`src/rtl/axi_rd_arbiter.sv`:
```
// Two-master AXI read-channel arbiter: grants one AR/R transaction at a time to icache (m0) or memory stage (m1).
// Optional build macro AXI_RD_ARB_RR_EN selects round-robin arbitration instead of fixed m1-over-m0 priority.
module axi_rd_arbiter #(
    parameter int ADDR_WIDTH = 32,
    parameter int DATA_WIDTH = 64,
    parameter int AR_W       = ADDR_WIDTH + 13,
    parameter int R_W        = DATA_WIDTH + 3
) (
    input  logic            clk,
    input  logic            rst,
    input  logic [AR_W-1:0] m0_ar,
    input  logic            m0_arvalid,
    output logic            m0_arready,
    output logic [R_W-1:0]  m0_r,
    output logic            m0_rvalid,
    input  logic            m0_rready,
    input  logic [AR_W-1:0] m1_ar,
    input  logic            m1_arvalid,
    output logic            m1_arready,
    output logic [R_W-1:0]  m1_r,
    output logic            m1_rvalid,
    input  logic            m1_rready,
    output logic [AR_W-1:0] s_ar,
    output logic            s_arvalid,
    input  logic            s_arready,
    input  logic [R_W-1:0]  s_r,
    input  logic            s_rvalid,
    output logic            s_rready,
    output logic [1:0]      grant,
    output logic            busy,
    output logic            proto_err
);

    typedef enum logic [1:0] {
        IDLE = 2'd0,
        ADDR = 2'd1,
        DATA = 2'd2
    } state_t;

    state_t      state_q;
    logic [1:0]  gnt_q;
    logic [7:0]  beat_q;
    logic [7:0]  beat_d;
    logic [7:0]  len_q;
    logic        proto_err_q;
    logic [1:0]  pick_d;
    logic        ar_hs_s;
    logic        r_hs_s;
`ifdef AXI_RD_ARB_RR_EN
    logic        last_owner_q;
`endif

    // Choose the next owner from the pending AR requests.
    always_comb begin
        pick_d = 2'b00;
`ifdef AXI_RD_ARB_RR_EN
        if (m1_arvalid && m0_arvalid) begin
            pick_d = last_owner_q ? 2'b01 : 2'b10;
        end else if (m1_arvalid) begin
            pick_d = 2'b10;
        end else if (m0_arvalid) begin
            pick_d = 2'b01;
        end else begin
            pick_d = 2'b00;
        end
`else
        if (m1_arvalid) begin
            pick_d = 2'b10;
        end else if (m0_arvalid) begin
            pick_d = 2'b01;
        end else begin
            pick_d = 2'b00;
        end
`endif
    end

    // Route AR and R between the granted master and the slave.
    always_comb begin
        s_ar       = '0;
        s_arvalid  = 1'b0;
        m0_arready = 1'b0;
        m1_arready = 1'b0;
        m0_r       = '0;
        m0_rvalid  = 1'b0;
        m1_r       = '0;
        m1_rvalid  = 1'b0;
        s_rready   = 1'b0;
        case (state_q)
            ADDR: begin
                if (gnt_q[1]) begin
                    s_ar       = m1_ar;
                    s_arvalid  = m1_arvalid;
                    m1_arready = s_arready;
                end else if (gnt_q[0]) begin
                    s_ar       = m0_ar;
                    s_arvalid  = m0_arvalid;
                    m0_arready = s_arready;
                end else begin
                    s_arvalid  = 1'b0;
                end
            end
            DATA: begin
                if (gnt_q[1]) begin
                    m1_r      = s_r;
                    m1_rvalid = s_rvalid;
                    s_rready  = m1_rready;
                end else if (gnt_q[0]) begin
                    m0_r      = s_r;
                    m0_rvalid = s_rvalid;
                    s_rready  = m0_rready;
                end else begin
                    s_rready  = 1'b0;
                end
            end
            default: begin
                s_arvalid = 1'b0;
            end
        endcase
    end

    // Handshake strobes and saturating beat increment.
    always_comb begin
        ar_hs_s = s_arvalid & s_arready;
        r_hs_s  = s_rvalid & s_rready;
        if (beat_q == 8'hFF) begin
            beat_d = beat_q;
        end else begin
            beat_d = beat_q + 8'd1;
        end
    end

    // Transaction FSM with grant, beat counter and sticky protocol error.
    always_ff @(posedge clk or posedge rst) begin
        if (rst) begin
            state_q      <= IDLE;
            gnt_q        <= 2'b00;
            beat_q       <= 8'd0;
            len_q        <= 8'd0;
            proto_err_q  <= 1'b0;
`ifdef AXI_RD_ARB_RR_EN
            last_owner_q <= 1'b0;
`endif
        end else begin
            case (state_q)
                IDLE: begin
                    if (pick_d != 2'b00) begin
                        gnt_q        <= pick_d;
                        state_q      <= ADDR;
`ifdef AXI_RD_ARB_RR_EN
                        last_owner_q <= pick_d[1];
`endif
                    end
                end
                ADDR: begin
                    if (ar_hs_s) begin
                        len_q   <= s_ar[10:3];
                        beat_q  <= 8'd0;
                        state_q <= DATA;
                    end
                end
                DATA: begin
                    if (r_hs_s) begin
                        beat_q <= beat_d;
                        if (s_r[0]) begin
                            state_q <= IDLE;
                            gnt_q   <= 2'b00;
                            if (beat_q != len_q) begin
                                proto_err_q <= 1'b1;
                            end
                        end else if (beat_q == len_q) begin
                            // Burst overran its length; keep waiting for rlast.
                            proto_err_q <= 1'b1;
                        end
                    end
                end
                default: begin
                    state_q <= IDLE;
                    gnt_q   <= 2'b00;
                end
            endcase
        end
    end

    assign busy      = (state_q != IDLE);
    assign grant     = busy ? gnt_q : 2'b00;
    assign proto_err = proto_err_q;

endmodule

```
`config.mk`:
```
export PLATFORM = sky130hd
export DESIGN_NAME = axi_rd_arbiter
export DESIGN_NICKNAME = d
export VERILOG_FILES = /design/src/rtl/axi_rd_arbiter.sv
export SDC_FILE = /design/constraint.sdc
export NUM_CORES = 1
export LEC_CHECK = 0
export ABC_AREA = 1
export ABC_CLOCK_PERIOD_IN_PS = 3600
export CELL_PAD_IN_SITES_DETAIL_PLACEMENT = 1
export CELL_PAD_IN_SITES_GLOBAL_PLACEMENT = 1
export CORE_ASPECT_RATIO = 0.6
export CORE_UTILIZATION = 16
export CTS_BUF_LIST = sky130_fd_sc_hd__clkbuf_4 sky130_fd_sc_hd__clkbuf_8 sky130_fd_sc_hd__clkbuf_16
export CTS_CLUSTER_SIZE = 28
export DETAILED_ROUTE_END_ITERATION = 10
export PLACE_DENSITY_LB_ADDON = 0.25
export RECOVER_POWER = 25
export SLEW_MARGIN = 15
export SYNTH_ARGS = -nofsm -noshare
export SYNTH_HDL_FRONTEND = slang
export SYNTH_SLANG_ARGS = --single-unit
```
`constraint.sdc`:
```
create_clock -name clk -period 3.6 [get_ports clk]
set_clock_uncertainty 0.05 [all_clocks]
set_input_delay 0.72 -clock clk [delete_from_list [all_inputs] [get_ports clk]]
set_output_delay 0.72 -clock clk [all_outputs]
set_load 0.005 [all_outputs]
```
==> results.txt, run 1 <==
CP max stage delay: 0.47 ns
Number of I/O port buffers: 353
Nets: 1011
Layout filler cell count: 2191
Clock tree root buffer cell: clkbuf_16
DRT antenna net count: 0
Num CTS Buffers: 3
PwrDens: 381 nW/um^2
# setup viols final: 0
Most numerous cell in the Yosys netlist: nor2_1
Synth area leader: nor2_1
CTS tree: done
Status: finished clean
Clock Path Buffers: 2
Final Util: 38.0%
Hold WS: 0.421 ns
Vias: 4476
Crit Path Max Fanout: 22
Hold endpoint: proto_err
Core area: 17300 sq um
Die Y-Extent: 105 microns
H-Tree Level Count: 1
Slew Limit Fails: 0
Critical path startpoint category: flip-flop
Die W: 174 microns
Register area share after synthesis: 18.4%
Reg2reg start: gnt_q[1]
Worst EP required: 2.83 ns
Cells along the critical path: nand2_1 > clkinv_4 > nand2_2 > buf_4 > nor2_1 > clkdlybuf4s50_1
Tcrit/Tclk final: 88.4%
Post-synthesis register bit count: 21
Warnings, synthesis: 0
FF-to-FF End: beat_q[0]
Clk slew on worst S/H paths: 0.06 ns
Slew @ Worst Pin: 0.884 ns
Worst setup margin: 0.419 ns
GR Overflow Total: 0
Hold Path Class: reg -> reg
Final min period: 3.18 ns
Async S/R FF share, synth: 100%
Synth top cells by count: 196 x nor2_1, 89 x inv_1, 67 x nand2_1, 45 x a22oi_1
Min-Delay Path Depth: 2
Drc violations: 0
Top post-synthesis cells by area: nor2_1 26%, dfrtp_1 18%, a22oi_1 12%
Worst endpoint data arrival time: 2.41 ns
RSZ-0062 raised after global routing: no
Hold Startpoint: proto_err
Pleak: 2.92 nW
Post-Route WL: 18000 microns
Max_slew headroom: 41.0%
Syn avg cell area: 5.56 sq um
Final hold viol count: 0
Via count of the first global-routing pass: 4442
GPL Wtd Cong: 0.853
Ratio of cells with drive above 1 in the final layout: 3.32%
Cells after Synth: 513
Gr usage total: 18.7%
Synth unique cells: 30
PostCTS Resize Cnt: 0
FF-to-FF setup slack: 0.73 ns
Die ar.: 18400 sq um
Max_cap viols: 0
Critical path class: reg -> out
Inst Count DP: 1074
Via density: 4.15
Final HPWL DP: 15200 microns
Post-CTS setup buffers: 0
CP endpoint kind: primary output
Setup TNS Final: 0 ns
CP top delay family: buffers and inverters
Synth top area share: 25.8%
First-pass GRT wire length: 26900 microns
Row Count: 37
Dpl ws: 0.625 ns
DR iter-0 viols: 211
VDD IR max: 179 uV
Cell area after synthesis: 2850 sq um
Clk_lat worst skew: 0.25 ns
Synth-to-Final Area Change: 130%
TritonRoute pass-1 iters: 4
Initial antenna violation count: 2
Largest net degree at the start of global routing: 51
Sink Count: 21
Final std cells w/o fill: 1079
Io pins: 354
Reg2Reg Depth: 8
Top_reg_cell synth: dfrtp_1
Initial Utilization: 16.5%
Cts hold-fix bufs: 0
Critical path's slowest cell: clkdlybuf4s50_1
Syn nets: 679
WP buf/inv: 3
Wire length per cell: 16.7 microns
Fmax: 314 MHz
EDFF count, synth: 0
==> how the worst max path moves through the flow <==
stage	startpoint	end	slack [ns]	depth (start not counted)
finish	state_q[1]	m1_r[30]	0.42	6
global route	state_q[0]	m1_r[53]	0.27	7
CTS	state_q[0]	m1_r[30]	0.51	7
detailed placement	s_arready	m1_arready	0.62	4
global placement	s_arready	m1_arready	0.57	4
floorplan	gnt_q[1]	m0_arready	1.68	4
==> logic make-up after synthesis <==
group,share of synthesized area (%)
compound gates,14.6
xor+xnor,1.23
flops,18.4
fa+ha+maj,0.439
simple gates,44.8
buf+inv,20.5
==> cell usage in the layout, fill, tap and decap left out, types with 5 or more instances in the layout <==
| master | instances |
|---|---|
| nand2_1 | 70 |
| a21oi_1 | 5 |
| nand3_1 | 11 |
| dlygate4sd3_1 | 14 |
| dfrtp_1 | 21 |
| nor2_1 | 196 |
| inv_1 | 89 |
| a22oi_1 | 45 |
| nand4_1 | 9 |
| o21ai_0 | 8 |
| buf_4 | 6 |
| clkdlybuf4s50_1 | 339 |
==> flip-flops by register name, indices dropped and copies added (netlist names) <==
signal and count:
beat_q 8, len_q 8, proto_err 1, state_q 2, gnt_q 2
==> final cells by class <==
class | count | area, sq um | area share, %
timing repair buffer | 360 | 3600 | 54.8
multi-input combinational | 365 | 1700 | 25.9
sequential | 21 | 526 | 8.00
inverter | 94 | 363 | 5.52
tap | 234 | 293 | 4.46
clock buffer | 4 | 82.6 | 1.26
antenna | 1 | 2.50 | 0.0381
==> report_power, final <==
part | internal, W | switching [W]
combinational | 0.000882 | 0.00101
clock | 0.000159 | 0.0000879
sequential | 0.000301 | 0.0000617
==> per-stage QoR <==
stage               instance area (sq um)  total power (W)
detailed placement                   6520          0.00232
global placement                     6520          0.00230
CTS                                  6610          0.00258
global route                         6570          0.00271
floorplan                            2850          0.00138
finish                               6570          0.00250
==> tightest hold or removal path, delay by kind of cell, from the launching register on <==
family | cells | cell delay, ns
buffers and inverters | 1 | 0.04
AND/OR/NAND/NOR | 1 | 0.06
flip-flops | 1 | 0.34
==> routing by layer <==
| metal | wire length [microns] | global-route usage [%] |
|---|---|---|
| met3 | 1220 | 4.15 |
| met1 | 7440 | 22.9 |
| met4 | 185 | 2.51 |
| met2 | 9150 | 34.0 |
| met5 | 13 | 0 |
Note: power is estimated with default switching activity, not from simulation.
==> run 2: changes to the inputs <==
--- a/config.mk
+++ b/config.mk
@@ -6,11 +6,11 @@
 export NUM_CORES = 1
 export LEC_CHECK = 0
 export ABC_AREA = 1
-export ABC_CLOCK_PERIOD_IN_PS = 3600
+export ABC_CLOCK_PERIOD_IN_PS = 3300
 export CELL_PAD_IN_SITES_DETAIL_PLACEMENT = 1
 export CELL_PAD_IN_SITES_GLOBAL_PLACEMENT = 1
 export CORE_ASPECT_RATIO = 0.6
-export CORE_UTILIZATION = 16
+export CORE_UTILIZATION = 15
 export CTS_BUF_LIST = sky130_fd_sc_hd__clkbuf_4 sky130_fd_sc_hd__clkbuf_8 sky130_fd_sc_hd__clkbuf_16
 export CTS_CLUSTER_SIZE = 28
 export DETAILED_ROUTE_END_ITERATION = 10
==> constraint.sdc (replaced) <==
create_clock -name clk -period 3.3 [get_ports clk]
set_clock_uncertainty 0.05 [all_clocks]
set_input_delay 0.66 -clock clk [delete_from_list [all_inputs] [get_ports clk]]
set_output_delay 0.66 -clock clk [all_outputs]
set_load 0.005 [all_outputs]
==> run 2 against run 1 <==
Effect of this change:
- sequential power up 13%
- global-route usage down 2.3 points
- die area up 6.6%
- sequential share of layout area about the same
- core utilization down 2.0 points
- register-to-register slack better by 0.19 ns
- hold slack worse by 0.013 ns
- count of clock-buffer cells in the layout down 1
- worst setup slack worse by 0.092 ns
- largest power group unchanged
==> results.txt, run 2 (same netlist as run 1, synthesis figures left out) <==
DRT antenna net count: 0 (unchanged)
VDD IR max: 228 uV (was 179 uV)
Critical path startpoint category: flip-flop (unchanged)
Critical path's slowest cell: clkdlybuf4s50_1 (unchanged)
Most Frequent Cell on Critical Path: nor2_1
Worst EP required: 2.59 ns (was 2.83 ns)
Clock Path Buffers: 2 (unchanged)
CTS tree: done (unchanged)
Cell area after placement: 6580 sq um (was 6520 sq um)
PwrDens: 411 nW/um^2 (was 381 nW/um^2)
Nets: 1013 (was 1011)
Slew @ Worst Pin: 0.866 ns (was 0.884 ns)
CP top delay family: buffers and inverters (unchanged)
Ratio of cells with drive above 1 in the final layout: 3.66% (was 3.32%)
Most frequent cells in the layout: 340 x clkdlybuf4s50_1, 197 x nor2_1, 89 x inv_1 (was 339 x clkdlybuf4s50_1, 196 x nor2_1, 89 x inv_1)
Pint: 0.00149 W (was 0.00134 W)
Initial Utilization: 15.5% (was 16.5%)
Max_cap viols: 0 (unchanged)
Critical path class: reg -> out (unchanged)
Die ar.: 19600 sq um (was 18400 sq um)
Dpl ws: 0.489 ns (was 0.625 ns)
WP buf/inv: 2 (was 3)
Largest net degree at the start of global routing: 52 (was 51)
Crit Path Max Fanout: 45 (was 22)
Reg power frac: 15.2% (was 14.5%)
Sw frac: 45.2% (was 46.3%)
Most common cell after layout, fill and taps aside: clkdlybuf4s50_1 (unchanged)
Final hold viol count: 0 (unchanged)
Reg2reg start: gnt_q[1] (unchanged)
Fmax: 336 MHz
Wire length per cell: 15.9 microns (was 16.7 microns)
Cts hold-fix bufs: 0 (unchanged)
Die W: 180 microns (was 174 microns)
Post-Route WL: 17300 microns (was 18000 microns)
Worst setup margin: 0.327 ns (was 0.419 ns)
NetSw: 0.00123 W (was 0.00116 W)
CP endpoint kind: primary output (unchanged)
Min-Delay Path Depth: 2 (unchanged)
Hold Path Class: reg -> reg (unchanged)
FF-to-FF End: beat_q[1] (was beat_q[0])
Hold endpoint: proto_err (unchanged)
Synth-to-Final Area Change: 132% (was 130%)
Clock share of power: 9.6% (was 9.9%)
Gr usage total: 16.4% (was 18.7%)
Final min period: 2.97 ns
First-pass GRT wire length: 25200 microns (was 26900 microns)
TritonRoute pass-1 iters: 4 (unchanged)
# setup viols final: 0 (unchanged)
Num CTS Buffers: 3 (unchanged)
Clk slew on worst S/H paths: 0.06 ns (about the same)
Setup crit start: gnt_q[1] (was state_q[1])
Clk_lat worst skew: 0.25 ns (about the same)
Max_slew headroom: 42.2% (was 41.0%)
Initial antenna violation count: 1 (was 2)
PostCTS Resize Cnt: 0 (unchanged)
Drc violations: 0 (unchanged)
Top Registers: beat_q (8), len_q (8) (unchanged)
CP max stage delay: 0.55 ns (was 0.47 ns)
Final HPWL DP: 14800 microns (was 15200 microns)
FF-to-FF setup slack: 0.92 ns (was 0.73 ns)
Die Y-Extent: 109 microns (was 105 microns)
Via count of the first global-routing pass: 4383 (was 4442)
Hold Startpoint: proto_err (unchanged)
Io pins: 354 (unchanged)
Core area: 18400 sq um (was 17300 sq um)
Vias: 4418 (was 4476)
Reg2Reg Depth: 7 (was 8)
GR Overflow Total: 0 (unchanged)
H-Tree Level Count: 1 (unchanged)
Cells along the critical path: nor2_1 > buf_12 > a22oi_1 > nor2_1 > clkdlybuf4s50_1 (was nand2_1 > clkinv_4 > nand2_2 > buf_4 > nor2_1 > clkdlybuf4s50_1)
Worst endpoint data arrival time: 2.26 ns (was 2.41 ns)
Slew Limit Fails: 0 (unchanged)
Setup TNS Final: 0 ns (unchanged)
Row Count: 38 (was 37)
Logic pwr share: 75.2% (was 75.6%)
Tcrit/Tclk final: 90.1%
Number of I/O port buffers: 353 (unchanged)
Pleak: 2.92 nW (about the same)
Hold WS: 0.408 ns (was 0.421 ns)
GPL Wtd Cong: 0.780 (was 0.853)
Post-CTS setup buffers: 0 (unchanged)
RSZ-0062 raised after global routing: no (unchanged)
Status: finished clean (unchanged)
Post-route cell area: 6620 sq um (was 6570 sq um)
Clock tree root buffer cell: clkbuf_16 (unchanged)
DR iter-0 viols: 156 (was 211)
Sink Count: 21 (unchanged)
Via density: 4.06 (was 4.15)
run 2: stage by stage:
step / power (W) / std cells / utilization [%]
after floorplan: 0.00150 / 513 / -
after global placement: 0.00256 / 1082 / 35.9
after detailed placement: 0.00257 / 1082 / 35.9
after CTS: 0.00285 / 1086 / 36.3
after global routing: 0.00296 / 1087 / 36.1
final: 0.00272 / 1087 / 36.1
run 2: layout make-up:
| class | instances | area, sq um |
|---|---|---|
| fillers | 2283 | 11700 |
| repair buffers | 362 | 3650 |
| multi-input cells | 365 | 1690 |
| flip-flops and latches | 21 | 527 |
| inverters | 94 | 363 |
| well taps | 240 | 300 |
| clock buffers | 3 | 75.1 |
| clock inverters | 1 | 7.51 |
| diodes | 1 | 2.50 |
run 2: power groups by stage:
stage	combinational, W	clock (W)	sequential [W]
finish	0.00205	0.000261	0.000412
global route	0.00225	0.000278	0.000426
CTS	0.00216	0.000270	0.000421
detailed placement	0.00215	0	0.000426
global placement	0.00214	0	0.000423
floorplan	0.00113	0	0.000376
run 2: routing by layer:
metal,part of all wire (%),global-route usage (%),vias up
li1,-,-,2231
met1,41,19.7,2013
met2,52,31.1,168
met3,5.8,3.61,6
met4,0.42,1.71,0
met5,0,0,-
run 2: worst reg2reg max path, stage by stage, from the launching register on:
cell	delay, ns
dfrtp_2	0.52
buf_12	0.22
nand2_2	0.10
nand4_1	0.29
nand2_1	0.45
nand3_1	0.41
nand2_1	0.16
nand2_1	0.07
run 2: worst max path at each step:
stage / endpoint / cells past startpoint
5_1_grt: m0_r[11] / 7
4_1_cts: m0_r[11] / 7
3_3_place_gp: s_arvalid / 6
3_5_place_dp: s_arvalid / 6
2_1_floorplan: m0_arready / 4
6_report: s_ar[7] / 5
